[src/rtl/sdram_refresh_scheduler_pkg.sv]
// Shared SDRAM timing package.
// Holds the default refresh timing constants used by the controller, the
// init sequencer and the refresh scheduler, plus the pending-counter
// update encoding used inside the scheduler.
package sdram_refresh_scheduler_pkg;

   // 7.8 us at 100 MHz between AUTO REFRESH credits
   localparam int SDRAM_REFRESH_CYCLES       = 780;
   // JEDEC allows up to 8 refreshes to be postponed
   localparam int SDRAM_MAX_PENDING_REFRESH  = 8;
   // Escalate before the postponement budget is exhausted
   localparam int SDRAM_URGENT_THRESHOLD     = 6;

   // Net effect of one edge on the pending counter (before saturation)
   typedef enum logic [1:0] {
      PEND_HOLD = 2'd0,
      PEND_INC  = 2'd1,
      PEND_DEC  = 2'd2
   } pend_op_e;

endpackage

[src/rtl/sdram_refresh_scheduler_timer.sv]
// refresh_interval_timer: reloadable down-counter that produces one
// terminal-count tick every REFRESH_CYCLES enabled clocks.
// Ports:
//   clock   - rising-edge clock
//   reset   - synchronous, active-high; loads REFRESH_CYCLES-1
//   enable  - count when high; reload (no tick) when low
//   tick    - high during the cycle whose edge sees the count at 0
module refresh_interval_timer #(
   parameter int REFRESH_CYCLES = 780
) (
   input  logic clock,
   input  logic reset,
   input  logic enable,
   output logic tick
);

   localparam int              W      = $clog2(REFRESH_CYCLES);
   localparam logic [W-1:0]    RELOAD = W'(REFRESH_CYCLES - 1);

   logic [W-1:0] count;

   // Tick is combinational so the pending counter consumes it on the same
   // edge the timer reloads; this keeps credits exactly REFRESH_CYCLES apart.
   assign tick = enable && (count == '0);

   always_ff @(posedge clock) begin
      if (reset || !enable)
         count <= RELOAD;
      else if (count == '0)
         count <= RELOAD;
      else
         count <= count - 1'b1;
   end

endmodule

[src/rtl/sdram_refresh_scheduler.sv]
// sdram_refresh_scheduler: tracks owed SDRAM auto-refreshes.
// A timer credits one refresh every REFRESH_CYCLES enabled clocks; the
// controller retires them with refresh_ack pulses. The owed count saturates
// at both ends; losing a credit at saturation sets a sticky overflow flag.
// Ports:
//   clock          - rising-edge clock
//   reset          - synchronous, active-high
//   enable         - init done; low clears pending and halts the timer
//   refresh_ack    - one pulse per AUTO REFRESH issued (counts per cycle)
//   refresh_req    - level: at least one refresh owed
//   refresh_urgent - owed count >= URGENT_THRESHOLD
//   pending        - owed-refresh count
//   overflow       - sticky, cleared only by reset
module sdram_refresh_scheduler
   import sdram_refresh_scheduler_pkg::*;
#(
   parameter int REFRESH_CYCLES   = SDRAM_REFRESH_CYCLES,
   parameter int MAX_PENDING      = SDRAM_MAX_PENDING_REFRESH,
   parameter int URGENT_THRESHOLD = SDRAM_URGENT_THRESHOLD
) (
   input  logic                               clock,
   input  logic                               reset,
   input  logic                               enable,
   input  logic                               refresh_ack,
   output logic                               refresh_req,
   output logic                               refresh_urgent,
   output logic [$clog2(MAX_PENDING+1)-1:0]   pending,
   output logic                               overflow
);

   localparam int           PW      = $clog2(MAX_PENDING + 1);
   localparam logic [PW-1:0] PEND_MAX = PW'(MAX_PENDING);
   localparam logic [PW-1:0] PEND_URG = PW'(URGENT_THRESHOLD);

   logic     tick;
   pend_op_e op;

   refresh_interval_timer #(
      .REFRESH_CYCLES (REFRESH_CYCLES)
   ) u_timer (
      .clock  (clock),
      .reset  (reset),
      .enable (enable),
      .tick   (tick)
   );

   // A credit and an ack on the same edge cancel, even at either limit,
   // so neither saturation nor overflow can trigger in that case.
   always_comb begin
      op = PEND_HOLD;
      if (tick && !refresh_ack)
         op = PEND_INC;
      else if (!tick && refresh_ack)
         op = PEND_DEC;
   end

   always_ff @(posedge clock) begin
      if (reset) begin
         pending  <= '0;
         overflow <= 1'b0;
      end else if (!enable) begin
         pending  <= '0;
      end else begin
         case (op)
            PEND_INC: begin
               if (pending == PEND_MAX)
                  overflow <= 1'b1;
               else
                  pending  <= pending + 1'b1;
            end
            PEND_DEC: begin
               // Stray ack with nothing owed is harmless; just ignore it
               if (pending != '0)
                  pending <= pending - 1'b1;
            end
            default: ;
         endcase
      end
   end

   assign refresh_req    = (pending != '0);
   assign refresh_urgent = (pending >= PEND_URG);

endmodule

[config.mk]
export PLATFORM = sky130hd
export DESIGN_NAME = sdram_refresh_scheduler
export DESIGN_NICKNAME = d
export VERILOG_FILES = /design/src/rtl/sdram_refresh_scheduler_pkg.sv /design/src/rtl/sdram_refresh_scheduler_timer.sv /design/src/rtl/sdram_refresh_scheduler.sv
export SDC_FILE = /design/constraint.sdc
export NUM_CORES = 1
export LEC_CHECK = 0
export CAP_MARGIN = 20
export CELL_PAD_IN_SITES_DETAIL_PLACEMENT = 0
export CELL_PAD_IN_SITES_GLOBAL_PLACEMENT = 1
export CORE_UTILIZATION = 45
export CTS_BUF_LIST = sky130_fd_sc_hd__clkbuf_2 sky130_fd_sc_hd__clkbuf_4 sky130_fd_sc_hd__clkbuf_8
export DETAILED_ROUTE_END_ITERATION = 16
export PLACE_DENSITY_LB_ADDON = 0.05
export SLEW_MARGIN = 20
export SYNTH_ARGS = -nofsm -noshare
export SYNTH_HDL_FRONTEND = slang
export SYNTH_HIERARCHICAL = 1
export SYNTH_SLANG_ARGS = --single-unit
[constraint.sdc]
create_clock -name clock -period 4.3 [get_ports clock]
set_clock_uncertainty 0.2 [all_clocks]
set_input_delay 0.645 -clock clock [delete_from_list [all_inputs] [get_ports clock]]
set_output_delay 0.645 -clock clock [all_outputs]
set_load 0.02 [all_outputs]
### Word-level counts from Yosys, hierarchy flattened

Index checks and enable logic that the tools add are counted.

* input port bits: 4
* register bits after elaboration: 15
* output and inout port bits: 7

* reductions and logical operators: 14
* $add $sub $neg: 3
* magnitude comparators: 1
* muxes and demuxes: 5
* bitwise gates (word level): 1
* equality and inequality tests: 5

Operators with widths (count)
* $logic_not 10->1: 1
* $sub 10x1->10 const B: 1
* $mux 4: 2
* $pmux 4 s2: 1
* $reduce_and 3->1: 2
* $add 4x1->4 const B: 1
* $eq 4x4->1 const B: 1
* $ge 4x3->1 const B: 1
* $mux 2: 2
* $ne 2x2->1 const B: 2
* $reduce_bool 4->1: 1
* $reduce_or 2->1: 2
* $sub 4x1->4 const B: 1
* $logic_and 1x1->1: 3
* $logic_not 1->1: 3
* $eq 2x1->1 const B: 1
* $eq 2x2->1 const B: 1
* $reduce_bool 2->1: 1
* $logic_or 1x1->1: 1
* $not 1->1: 1

### Logic depth before layout (Yosys ltp)

Gate-level depths: netlist (run 1).

* word-level depth: 9
* mapped depth: 11
* depth with buffers taken out: 11

### Hierarchy

The synthesis (run 1) kept the hierarchy.

By module, submodules not included
* refresh_interval_timer: cells an instance 54, area an instance 488.0 um^2, instances 1, sequential area each 200.2 um^2
* sdram_refresh_scheduler: cells an instance 34, area an instance 320.3 um^2, instances 1, sequential area each 100.1 um^2

### Worst setup path after synthesis (run 1)

No wires, ideal clock.

* path type: flip-flop to flip-flop
* start point: register u_timer.count[0]
* end point: register pending[2]
* arrival time: 2.254 ns
* path slack: 1.787 ns
* cell stages (with the launch flop): 11
* required time: 4.041 ns
* setup time: 0.059 ns
* cell sequence: dfxtp_1 inv_1 ha_1 nor4b_1 and4_1 nor2b_4 xor2_1 ha_1 mux2_4 a211oi_2 a31o_1

* longest elaborated chain between the ends: 9
* elaborated cells on any way between the ends: 14
* those cells by class: eq/ne (4); mux (3); reduce/logical (7)

RTL lines
* start: declaration: line sdram_refresh_scheduler_timer.sv:20 `logic [W-1:0] count;`
* start signal: assignment: line sdram_refresh_scheduler_timer.sv:32 `count <= count - 1'b1;`
* $logic_not 10->1 (*): line sdram_refresh_scheduler_timer.sv:24 `assign tick = enable && (count == '0);`
* $logic_and 1x1->1 (*): line sdram_refresh_scheduler_timer.sv:24
* via tick: line sdram_refresh_scheduler.sv:35 `logic tick;`
* $logic_not 1->1: line sdram_refresh_scheduler.sv:53 `else if (!tick && refresh_ack)`
* $logic_and 1x1->1: line sdram_refresh_scheduler.sv:53
* $mux 2: line sdram_refresh_scheduler.sv:53
* $mux 2 (*): line sdram_refresh_scheduler.sv:51 `if (tick && !refresh_ack)`
* $eq 2x1->1 or $eq 2x2->1 (tied branches): line sdram_refresh_scheduler.sv:64 `case (op)`
* $ne 2x2->1 (no line) or $reduce_bool 2->1 (tied branches)
* $reduce_and 3->1 (no line)
* end signal: assignment: line sdram_refresh_scheduler.sv:69 `pending <= pending + 1'b1;`
* end signal: assignment: line sdram_refresh_scheduler.sv:74 `pending <= pending - 1'b1;`
* end: declaration: line sdram_refresh_scheduler.sv:27 `output logic [$clog2(MAX_PENDING+1)-1:0] pending,`

Mark *: on every way through the listed nets, which the timed path passes. The rest lies on a longest branch.
A chain may end at the register's enable or synchronous reset.

### Worst setup path after layout (run 1)

Same ends and word-level chain as after synthesis.

==> results of run 1 <==
## layout make-up
type                            count  area [um2]  share of cell area
Clock inverter                      1        5.00             0.00521
Inverter                            5        18.8              0.0195
Timing Repair Buffer               10         100               0.104
Sequential cell                    15         300               0.312
Tap cell                           24        30.0              0.0312
Multi-Input combinational cell     67         484               0.504
Clock buffer                        3        22.5              0.0234
## synth_stat cells, types with 2 or more instances
| cell type | n | area (um2) |
|---|---|---|
| dfxtp_1 | 15 | 300 |
| nor2_1 | 9 | 33.8 |
| a21oi_1 | 5 | 25.0 |
| inv_1 | 5 | 18.8 |
| o31ai_1 | 5 | 37.5 |
| nand2_1 | 3 | 11.3 |
| nand2b_1 | 3 | 18.8 |
| nand3_1 | 3 | 15.0 |
| xnor2_1 | 3 | 26.3 |
| and4_1 | 2 | 17.5 |
| ha_1 | 2 | 25.0 |
| nor3_1 | 2 | 10.0 |
| o21ai_0 | 2 | 10.0 |
| or2_2 | 2 | 12.5 |
| or4_1 | 2 | 15.0 |
| xor2_1 | 2 | 17.5 |
## registers in the layout, indices dropped and copies added, names as in the netlist
register	count
overflow	1
pending	4
u_timer/count	10
## metrics by stage
stage	setup slack, ns	util	std cells	hold slack (ns)
floorplan	1.79	-	88	0.208
global placement	1.53	0.586	121	0.232
detailed placement	1.50	0.586	121	0.229
CTS	1.55	0.603	125	0.250
global route	1.36	0.603	125	0.290
finish	1.54	0.603	125	0.251
## power groups by stage
| stage | logic, W | clock network (W) | registers [W] |
|---|---|---|---|
| 2_1_floorplan | 0.0000186 | 0 | 0.000148 |
| 3_3_place_gp | 0.0000298 | 0 | 0.000148 |
| 3_5_place_dp | 0.0000297 | 0 | 0.000148 |
| 4_1_cts | 0.0000299 | 0.0000861 | 0.000144 |
| 5_1_grt | 0.0000325 | 0.0000932 | 0.000145 |
| 6_report | 0.0000299 | 0.0000821 | 0.000144 |
## worst min path at each step
stage	from	end	slack, ns	depth (start not counted)
floorplan	u_timer/count[0]$_SDFF_PP1_	u_timer/count[0]$_SDFF_PP1_	0.21	1
global placement	u_timer/count[0]$_SDFF_PP1_	u_timer/count[0]$_SDFF_PP1_	0.23	1
detailed placement	u_timer/count[0]$_SDFF_PP1_	u_timer/count[0]$_SDFF_PP1_	0.23	1
CTS	u_timer/count[0]$_SDFF_PP1_	u_timer/count[0]$_SDFF_PP1_	0.25	1
global route	u_timer/count[0]$_SDFF_PP1_	u_timer/count[0]$_SDFF_PP1_	0.29	1
finish	u_timer/count[0]$_SDFF_PP1_	u_timer/count[0]$_SDFF_PP1_	0.25	1
## cell families (layout without fill, tap and decap cells)
family	count (synthesis)	count (layout)	synth area share
flops	15	15	0.372
buf+inv	6	19	0.0294
compound gates	21	21	0.197
mux	2	2	0.0310
xor+xnor	5	5	0.0542
fa+ha+maj	2	2	0.0310
simple gates	37	37	0.286
## routing by layer
layer / wire [um] / up-vias
li1: - / 358
met1: 821 / 290
met2: 575 / 16
met3: 75 / 2
met4: 10 / 0
met5: 0 / -
==> results by group, run 1 <==
Outcome
  • Status: finished, final reports clean

Worst setup path
  • Nature of the critical path endpoint: register
  • CP peak stage delay: approximately 0.50 ns
  • R2R Path Start: u_timer/count[0]$_SDFF_PP1_
  • CP startpoint: u_timer/count[0]$_SDFF_PP1_
  • Crit. path cell count: 11
  • Worst R2R End: pending[2]$_SDFFE_PP0P_
  • WS Path Type: reg -> reg
  • Startpoint Class: register
  • Req. time, crit path: 4.34 ns
  • Worst path bufs/invs: 1
  • Reg2Reg Setup Slack: 1.54 ns
  • CP max FO: 6
  • Slowest cell on the critical path: nor4b_1
  • Crit path arrival time: about 2.8 ns
  • Worst setup path end: pending[2]$_SDFFE_PP0P_
  • Worst R2R Path Depth: 11
  • Top Family by Delay on Critical Path: simple AND/OR/NAND/NOR gates
  • Cell Chain, Critical Path: inv_1 > ha_1 > nor4b_1 > and4_1 > nor2b_4 > xor2_1 > ha_1 > nor2_1 > mux2_4 > a211oi_2 > a31o_1
  • Critical Path Most Common Cell: ha_1

Timing
  • Post-layout minimum cycle time: 2.76 ns
  • Tcrit/Tclk final: 0.642
  • Count of final setup violators: 0
  • Max_slew headroom: 0.533
  • RSZ-0062 raised after global routing: false
  • Fin Setup TNS: 0 ns
  • FMAX: 0.362 GHz
  • Worst slew pin tran: ~0.69 ns
  • Max Slew Vio Count: 0
  • Final hold viol count: 0

Global route
  • Largest net degree at the start of global routing: 10
  • GRT Resource Usage Total: 0.178
  • GR Overflow Total: 0
  • Gr busiest metal: met1
  • Global-route wire length before repair: 2560 um
  • Initial antenna violation count: 0
  • Met3 Resource Use GR: 0.0735
  • Met1 Use GR: 0.256
  • Met2 Usage GRT: 0.241
  • Number of global-route vias before repair: 595

Clock tree
  • CTS Buf Count: 3
  • Clk buf depth: 2
  • Reg clk slew, reported paths: around 0.090 ns
  • Post-CTS Setup Bufs: 0
  • Root buf cell: clkbuf_4
  • CTS H-tree depth: 1
  • CTS tree: yes
  • Clock latency on the worst-skew pair: ~0.29 ns
  • Post-CTS resize count: 0
  • # hold bufs at CTS: 0
  • CTS Sinks: 15

Pwr
  • Net Sw Power: around 0.000066 W
  • Int Pwr: 0.000190 W
  • Leakage: approximately 0.37 nW
  • Tot Pwr: 0.000256 W
  • Combinational share of power: 0.116
  • Pwr dens: ~270 nW/um2
  • Sw frac: 0.257
  • Worst vdd ir: approximately 0.16 mV
  • Seq pwr share: 0.563
  • Clk network pwr share: 0.320

Yosys
  • Async S/R FF share, synth: 0
  • Sequential area share after synthesis: 0.372
  • Synth Net Count: 94
  • Gate Count Post-Synth: 88
  • Synth warn: 6
  • Mapped Area: between 800 and 900 um2
  • Post-synthesis area per instance: roughly 9.2 um2
  • FF+latch count, synth: 15
  • Post-synth EDFFs: 0
  • Synth cell types: 39
  • Ys flop type: dfxtp_1

Drt
  • Routed WL: 1480 um
  • Vias per inst: ~5.3
  • Routed WL per cell: between 10 and 15 um
  • Vias: between 600 and 700
  • DRT iter0 DRCs: 16
  • # DRC: 0
  • Drt pass-1 iters: 4
  • Post-route ant nets: 0

Placement
  • RD Place Congestion: around 0.77
  • IO buf count: 10
  • Placed inst area: around 930 um2
  • DP Wirelength: about 1100 um

Run
  • MaxCap Viol Count: 0

Floorplanning
  • Chip height: approximately 44 um
  • Row count: 14
  • Die Wd: about 44 um
  • IO Count: 11
  • Initial core utilization: 0.507
  • Core Area: between 1500 and 2000 um2
  • Die area: 1970 um2

Final layout
  • Commonest non-fill, non-tap cell in the layout: dfxtp_1
  • Ant. Diodes: 0
  • Share of cells above drive strength 1: 0.129
  • Nets: approximately 110
  • Post-route design area: around 960 um2
  • Most frequent cells in the layout: 15 x dfxtp_1, 10 x clkdlybuf4s50_1, 9 x nor2_1
  • Layout area overhead: 18.9%
  • Fillcell total: 143

Min path
  • Worst hold path type: reg -> reg
Power figures use the tool's default switching activity.
==> run 2: changes to the inputs <==
--- a/config.mk
+++ b/config.mk
@@ -8,7 +8,7 @@
 export CAP_MARGIN = 20
 export CELL_PAD_IN_SITES_DETAIL_PLACEMENT = 0
 export CELL_PAD_IN_SITES_GLOBAL_PLACEMENT = 1
-export CORE_UTILIZATION = 45
+export CORE_UTILIZATION = 38
 export CTS_BUF_LIST = sky130_fd_sc_hd__clkbuf_2 sky130_fd_sc_hd__clkbuf_4 sky130_fd_sc_hd__clkbuf_8
 export DETAILED_ROUTE_END_ITERATION = 16
 export PLACE_DENSITY_LB_ADDON = 0.05
==> constraint.sdc (replaced) <==
create_clock -name clock -period 2.5 [get_ports clock]
set_clock_uncertainty 0.2 [all_clocks]
set_input_delay 0.375 -clock clock [delete_from_list [all_inputs] [get_ports clock]]
set_output_delay 0.375 -clock clock [all_outputs]
set_load 0.02 [all_outputs]
==> results by group, run 2 (same netlist as run 1, synthesis figures left out) <==
Timing
  • Fin Setup TNS: 0 ns
  • Tcrit/Tclk final: 0.948
  • Worst slew pin tran: approximately 0.40 ns
  • Post-layout minimum cycle time: approximately 2.4 ns
  • RSZ-0062 raised after global routing: false
  • Final Hold Slack: ~0.29 ns
  • Count of final setup violators: 0
  • Max_slew headroom: 0.728
  • Max Slew Vio Count: 0
  • Final hold viol count: 0
  • FMAX: 0.422 GHz

Run
  • MaxCap Viol Count: 0

Drt
  • DRT iter0 DRCs: 9
  • Routed WL: roughly 1600 um
  • Vias per inst: around 5.4
  • Wl on met1: between 800 and 900 um
  • Drt pass-1 iters: 4
  • Met2 WL: 680 um
  • Routed WL per cell: between 10 and 15 um
  • Vias: around 730
  • Post-route ant nets: 0
  • # DRC: 0
  • Top Metal Used: met4
  • Met3 WL post-DR: roughly 55 um

Clock tree
  • Clk buf depth: 2
  • CTS tree: yes
  • Post-CTS Setup Bufs: 0
  • Clock latency on the worst-skew pair: approximately 0.27 ns
  • CTS H-tree depth: 1
  • CTS Sinks: 15
  • Post-CTS resize count: 0
  • # hold bufs at CTS: 0
  • CTS Buf Count: 3
  • Reg clk slew, reported paths: approximately 0.09 ns
  • Root buf cell: clkbuf_4

Pwr
  • Pwr dens: ~440 nW/um2
  • Leakage: around 0.4 nW
  • Worst vdd ir: roughly 0.26 mV

Placement
  • Placed cells: roughly 130
  • RD Place Congestion: ~0.75
  • Placed inst area: roughly 1000 um2
  • IO buf count: 10
  • DP Wirelength: 1220 um

Floorplanning
  • Initial core utilization: 0.408
  • Core Area: slightly below 2000 um2
  • Chip height: about 48 um
  • Die Wd: between 40 and 50 um
  • IO Count: 11
  • Die area: between 2000 and 2500 um2
  • Row count: 16

Global route
  • GRT Resource Usage Total: 0.157
  • GR Overflow Total: 0
  • Number of global-route vias before repair: around 580
  • Largest net degree at the start of global routing: 9
  • Global-route wire length before repair: ~2500 um
  • Initial antenna violation count: 0

Worst setup path
  • Nature of the critical path endpoint: register
  • Crit path arrival time: roughly 2.4 ns
  • Startpoint Class: register
  • Req. time, crit path: roughly 2.5 ns
  • WS Path Type: reg -> reg
  • CP startpoint: u_timer/count[0]$_SDFF_PP1_
  • CP max FO: 2
  • R2R Path Start: u_timer/count[0]$_SDFF_PP1_

Final layout
  • Most frequent cells in the layout: 15 x dfxtp_1, 10 x clkdlybuf4s50_1, 9 x nor2_1
  • Ant. Diodes: 0
  • Layout area overhead: 27.9%
  • Max FFs per register: 10
  • Top flop regs: u_timer/count (10), pending (4), overflow (1)
  • Largest Register: u_timer/count
  • Fillcell total: 196
  • Commonest non-fill, non-tap cell in the layout: dfxtp_1
  • Post-route design area: 1030 um2
  • Final Core Density: 0.521
  • Share of cells above drive strength 1: 0.202
  • Nets: 116
  • Finished Layout Cells: ~140

Outcome
  • Status: finished, final reports clean

Min path
  • Worst hold path type: reg -> reg
  • Hold path start: overflow$_SDFFE_PP0P_
run 2: worst max-delay path, stage by stage (launching register included):
cell and delay, ns:
dfxtp_1 0.34, inv_1 0.04, ha_1 0.20, nor4b_2 0.17, and4_1 0.23, nor2b_4 0.13
xor2_1 0.17, ha_1 0.19, nor2_1 0.05, mux2_4 0.27, a211oi_2 0.21, a31o_1 0.12
run 2: path summary, 6_finish.rpt:
kind	cells after the start	end	slack, ns
max	11	pending[2]$_SDFFE_PP0P_	0.13
min	2	overflow$_SDFFE_PP0P_	0.29
min reg2reg	2	overflow$_SDFFE_PP0P_	0.29
max reg2reg	11	pending[2]$_SDFFE_PP0P_	0.13
run 2: routing by layer:
metal	vias up	global-route usage
met5	-	0
met2	11	0.219
met1	349	0.223
met4	0	0.0833
met3	2	0.0333
li1	370	-
run 2: through the flow:
step,worst slack [ns],power [W]
after floorplan,0.106,0.000287
after global placement,0.135,0.000311
after detailed placement,0.0697,0.000311
after CTS,0.107,0.000462
after global routing,0.00314,0.000479
final,0.131,0.000455
run 2: area by class of cell:
type / count / area [um2] / area share
inverters: 5 / 18.8 / 0.0182
repair buffers: 18 / 160 / 0.155
well taps: 27 / 33.8 / 0.0327
clock buffers: 4 / 30.0 / 0.0291
multi-input cells: 67 / 490 / 0.475
flip-flops and latches: 15 / 300 / 0.291
run 2: where the power goes:
part,switching [W],leakage (nW),internal [W]
registers,0.00000500,0.122,0.000242
clock network,0.0000763,0.0184,0.0000726
logic,0.0000285,0.267,0.0000299
total,0.000110,0.407,0.000345
